`src/rtl/serializer_pkg.sv`:
```
// serializer_pkg: FSM state encoding and bit-index width helper shared by the bit serializer.
package serializer_pkg;
  typedef enum logic {IDLE = 1'b0, SHIFT = 1'b1} state_e;
  function automatic int idx_w(input int w);
    return (w > 1) ? $clog2(w) : 1;
  endfunction
endpackage

```
`src/rtl/word_skid_buffer.sv`:
```
// word_skid_buffer: one-word holding register between the word input and the shifter.
//   clk, rst_n (async, active-low) | push/push_data: store a word | pop: release the word
//   full: a word is held | data: the held word
module word_skid_buffer #(
  parameter int WIDTH = 8
) (
  input  logic             clk,
  input  logic             rst_n,
  input  logic             push,
  input  logic [WIDTH-1:0] push_data,
  input  logic             pop,
  output logic             full,
  output logic [WIDTH-1:0] data
);
  logic             full_q, full_d;
  logic [WIDTH-1:0] data_q, data_d;
  always_comb begin
    full_d = push ? 1'b1 : pop ? 1'b0 : full_q;
    data_d = push ? push_data : data_q;
  end
  always_ff @(posedge clk or negedge rst_n) begin
    if (!rst_n) begin
      full_q <= 1'b0;
      data_q <= '0;
    end else begin
      full_q <= full_d;
      data_q <= data_d;
    end
  end
  assign full = full_q;
  assign data = data_q;
endmodule

```
`src/rtl/bit_serializer.sv`:
```
// bit_serializer: parallel word to valid/ready bit stream with last-bit marker.
//   clk, rst_n (async, active-low) | in_data/in_valid/in_ready: word input
//   bit_out/bit_valid/bit_ready/bit_last: serial output | busy: shifting or word buffered
//   Define BIT_SERIALIZER_SKID_EN to add a one-word buffer for gap-free back-to-back words.
module bit_serializer
  import serializer_pkg::*;
#(
  parameter int WIDTH     = 8,
  parameter bit LSB_FIRST = 1
) (
  input  logic             clk,
  input  logic             rst_n,
  input  logic [WIDTH-1:0] in_data,
  input  logic             in_valid,
  output logic             in_ready,
  output logic             bit_out,
  output logic             bit_valid,
  input  logic             bit_ready,
  output logic             bit_last,
  output logic             busy
);
  localparam int             IW   = idx_w(WIDTH);
  localparam logic [IW-1:0]  LAST = IW'(WIDTH - 1);
  state_e           state_q, state_d;
  logic [WIDTH-1:0] sreg_q, sreg_d;
  logic [IW-1:0]    idx_q, idx_d;
  logic             accept, xfer, xfer_last, load_in, load_buf, buf_full;
  logic [WIDTH-1:0] buf_data;
  assign bit_valid = state_q == SHIFT;
  assign xfer      = bit_valid && bit_ready;
  assign xfer_last = xfer && idx_q == LAST;
  assign accept    = in_valid && in_ready;
`ifdef BIT_SERIALIZER_SKID_EN
  // A word arriving while the shifter is free (idle, or finishing with nothing
  // buffered) bypasses the buffer so its first bit still appears one cycle later.
  assign in_ready = !buf_full;
  assign load_in  = accept && (state_q == IDLE || (xfer_last && !buf_full));
  assign load_buf = xfer_last && buf_full;
  word_skid_buffer #(.WIDTH(WIDTH)) u_skid (
    .clk       (clk),
    .rst_n     (rst_n),
    .push      (accept && !load_in),
    .push_data (in_data),
    .pop       (load_buf),
    .full      (buf_full),
    .data      (buf_data)
  );
`else
  assign in_ready = state_q == IDLE;
  assign load_in  = accept;
  assign load_buf = 1'b0;
  assign buf_full = 1'b0;
  assign buf_data = '0;
`endif
  always_comb begin
    state_d = state_q;
    sreg_d  = sreg_q;
    idx_d   = idx_q;
    if (xfer) begin
      sreg_d  = LSB_FIRST ? {1'b0, sreg_q[WIDTH-1:1]} : {sreg_q[WIDTH-2:0], 1'b0};
      idx_d   = xfer_last ? '0 : idx_q + 1'b1;
      state_d = xfer_last ? IDLE : SHIFT;
    end
    if (load_buf) begin
      sreg_d  = buf_data;
      idx_d   = '0;
      state_d = SHIFT;
    end
    if (load_in) begin
      sreg_d  = in_data;
      idx_d   = '0;
      state_d = SHIFT;
    end
  end
  always_ff @(posedge clk or negedge rst_n) begin
    if (!rst_n) begin
      state_q <= IDLE;
      sreg_q  <= '0;
      idx_q   <= '0;
    end else begin
      state_q <= state_d;
      sreg_q  <= sreg_d;
      idx_q   <= idx_d;
    end
  end
  assign bit_out  = bit_valid && (LSB_FIRST ? sreg_q[0] : sreg_q[WIDTH-1]);
  assign bit_last = bit_valid && idx_q == LAST;
  assign busy     = bit_valid || buf_full;
endmodule
```
`config.mk`:
```
export PLATFORM = sky130hd
export DESIGN_NAME = bit_serializer
export DESIGN_NICKNAME = d
export VERILOG_FILES = /design/src/rtl/serializer_pkg.sv /design/src/rtl/word_skid_buffer.sv /design/src/rtl/bit_serializer.sv
export SDC_FILE = /design/constraint.sdc
export NUM_CORES = 1
export LEC_CHECK = 0
export CORE_ASPECT_RATIO = 1.1
export CORE_MARGIN = 4
export CORE_UTILIZATION = 46
export DETAILED_ROUTE_END_ITERATION = 12
export GPL_TIMING_DRIVEN = 0
export PLACE_DENSITY = 0.86
export SYNTH_ARGS = -nofsm -noshare
export SYNTH_HDL_FRONTEND = slang
export SYNTH_SLANG_ARGS = --single-unit
```
`constraint.sdc`:
```
create_clock -name clk -period 1.7 [get_ports clk]
set_input_delay 0.51 -clock clk [delete_from_list [all_inputs] [get_ports clk]]
set_output_delay 0.51 -clock clk [all_outputs]
set_load 0.03 [all_outputs]
```
==> results.ini <==
[outcome]
violations=setup timing
outcome=complete, but fails checks

[cells_and_area]
nFillCells=102
layout.nets=110
register_area_um2=302
areaGrowthSynthToFinish_pct=47.8
drive_gt1_share_pct=30.5
multi_input_area_um2=355
antennaDiodeCount=0
final_cells=111

[global_routing]
grt_max_degree=13
grt_pass1_wl_um=2380
grtUsageTotal_pct=16.3
grt_overflow=0
grt_pass1_vias=538
antenna_found_initial=0

[clocking]
htree_levels=1
insertion_delay_ns=0.28
ctsRootBufferMaster=clkbuf_4
clk_pin_slew_ns=0.08
clock-sinks=12
cts.path.max_buffers=2
cts-buffers-inserted=3
cts_tree=yes

[yosys]
syn_nets=79
synth_cell_types=20
yosys.area_share.simple_pct=14.0
yosysMostFrequentCell=dfrtp_1
synth_top_cell_by_area=dfrtp_1
synth-seq-cells=12
synth_area_um2=678
synth_area_leaders=dfrtp_1, mux2i_1, a211oi_1
synth_top_area_share_pct=44.3
yosys_warnings=0
synth_top_family_by_area=compound AO/OA/AOI/OAI gates
synth_cells=65
synthFlopType=dfrtp_1
synth-async-reset-ratio_pct=100
synth_edf_count=0
synth.avg_cell_area_um2=10.4
synth-xor-area-share_pct=0
synthAdderAreaFrac_pct=3.69
seq_area_frac_synth_pct=44.3
synth_mux_area_share_pct=13.3
synth_compound_area_share_pct=18.5
synth_commonest_cells=dfrtp_1, mux2i_1, a21oi_1

[hold_path]
hp-start=sreg_q[7]
hold_path_class=flop to flop

[placement]
dp_hpwl_um=961
dp_cells=97
io_buffers=16
gp_congestion=0.755

[timing]
layout_setup_ws_ns=-0.115
slew_headroom_pct=62.2
post-route-min-period_ns=1.82
max_clock_freq_ghz=0.551
hold_viol_final=0
period_share_pct=107
rsz0062_at_grt=true
maxSlewViolCount=0
worst_slew_pin_slew_ns=0.565
finalSetupViolCount=2
skew_ns=0.00219

[die]
io_pins=17
die-width_um=44.6
rows=14
design.die.area_um2=2150
core_area_um2=1380
initial_utilization_pct=49.0
die_y_um=48.3

[setup_path]
critical_path_peak_fanout=3
r2r_start=idx_q[0]
arrival_ns=1.31
path_class=flop to output pin
ff2ff_setup_slack_ns=0.51
critPathRequiredTime_ns=1.19
cp-startpoint=idx_q[0]
start_kind=flop
end_kind=output pin

[power]
power.total_mw=1.37
leakage_nw=0.457
ir_worst_vdd_v=0.000941
power.density_nw_per_um2=1370

[detailed_routing]
drtIter0Drc=7
viasPerCell=5.50
dr.pass1.iters=4
post_drt_wl_per_cell_um=14.4
finalWirelength_um=1600
drc_errors=0
antenna_left=0
via_count=610

[run]
drv_cap=0

## worst max-delay path, cell delays in order, from the launching register on
cell     delay, ns
dfrtp_1       0.40
ha_2          0.20
ha_4          0.16
and2_4        0.13
buf_6         0.13
## stage by stage
step                worst slack, ns  area [um2]  setup TNS (ns)  util (%)  hold WS, ns
detailed placement           -0.406         860           -1.14      62.1        0.489
finish                       -0.115        1000          -0.168      72.4        0.533
global route                 -0.139        1000          -0.226      72.4        0.579
CTS                          -0.128         922          -0.242      66.6        0.536
floorplan                    0.0575         679               0         -        0.214
global placement             -0.408         860           -1.08      62.1        0.469
## registers in the layout, indices dropped and copies added (netlist names)
signal / flops
sreg_q: 8
idx_q: 3
bit_valid: 1
## cells in the final DEF (no fill, tap or decap), drive strengths merged
cell type / netlist / layout
clkbuf: 0 / 4
inv: 1 / 1
clkdlybuf4s15: 0 / 1
a211oi: 7 / 7
o21ai: 4 / 4
dlygate4sd2: 0 / 1
nand2b: 1 / 1
clkdlybuf4s50: 0 / 11
o31ai: 1 / 1
nor2: 1 / 1
nand2: 3 / 3
nand4b: 1 / 1
mux2i: 9 / 9
a21oi: 8 / 8
ha: 2 / 2
dfrtp: 12 / 12
and2: 2 / 2
buf: 5 / 18
nor2b: 8 / 8
## layout make-up
type,count,share of cell area (%)
multi-input cells,47,35.5
flip-flops and latches,12,30.1
repair buffers,26,23.8
plain buffers,5,5.62
clock buffers,4,2.62
well taps,16,2.00
inverters,1,0.375
## final timing paths
kind	endpoint	cells past startpoint
hold / removal	sreg_q[7]	2
min in group asynchronous	idx_q[0]	1
setup / recovery	bit_last	4
setup reg to reg	idx_q[0]	4
max in group asynchronous	bit_valid	1
hold reg to reg	sreg_q[7]	2
## timing repair
action                     CTS  global route
setup buffers                2             8
cloned                       0             0
hold buffers                 0             0
pin swaps                    1             2
gates resized for setup     29             7
setup endpoints to repair    5             3
## layer usage
layer | wire length (um) | vias to the layer above | GRT usage (%)
met3 | 103 | 6 | 2.58
met5 | 0 | - | 0
met4 | 63 | 0 | 12.7
li1 | - | 290 | -
met1 | 600 | 290 | 17.8
met2 | 833 | 24 | 28.7
## where the power goes
group | total [mW] | switching (mW) | internal [mW] | leakage, nW
Sequential | 0.495 | 0.0888 | 0.406 | 0.149
Combinational | 0.689 | 0.295 | 0.394 | 0.294
Clock | 0.191 | 0.0998 | 0.0911 | 0.0150
Total | 1.37 | 0.484 | 0.891 | 0.457
## cells by family after synthesis
logic type | count (synthesis)
multiplexers | 9
AND/OR/NAND/NOR | 16
adder cells (fa/ha/maj) | 2
flip-flops | 12
buffers and inverters | 6
AO/OA/AOI/OAI | 20
Power figures use the tool's default switching activity.
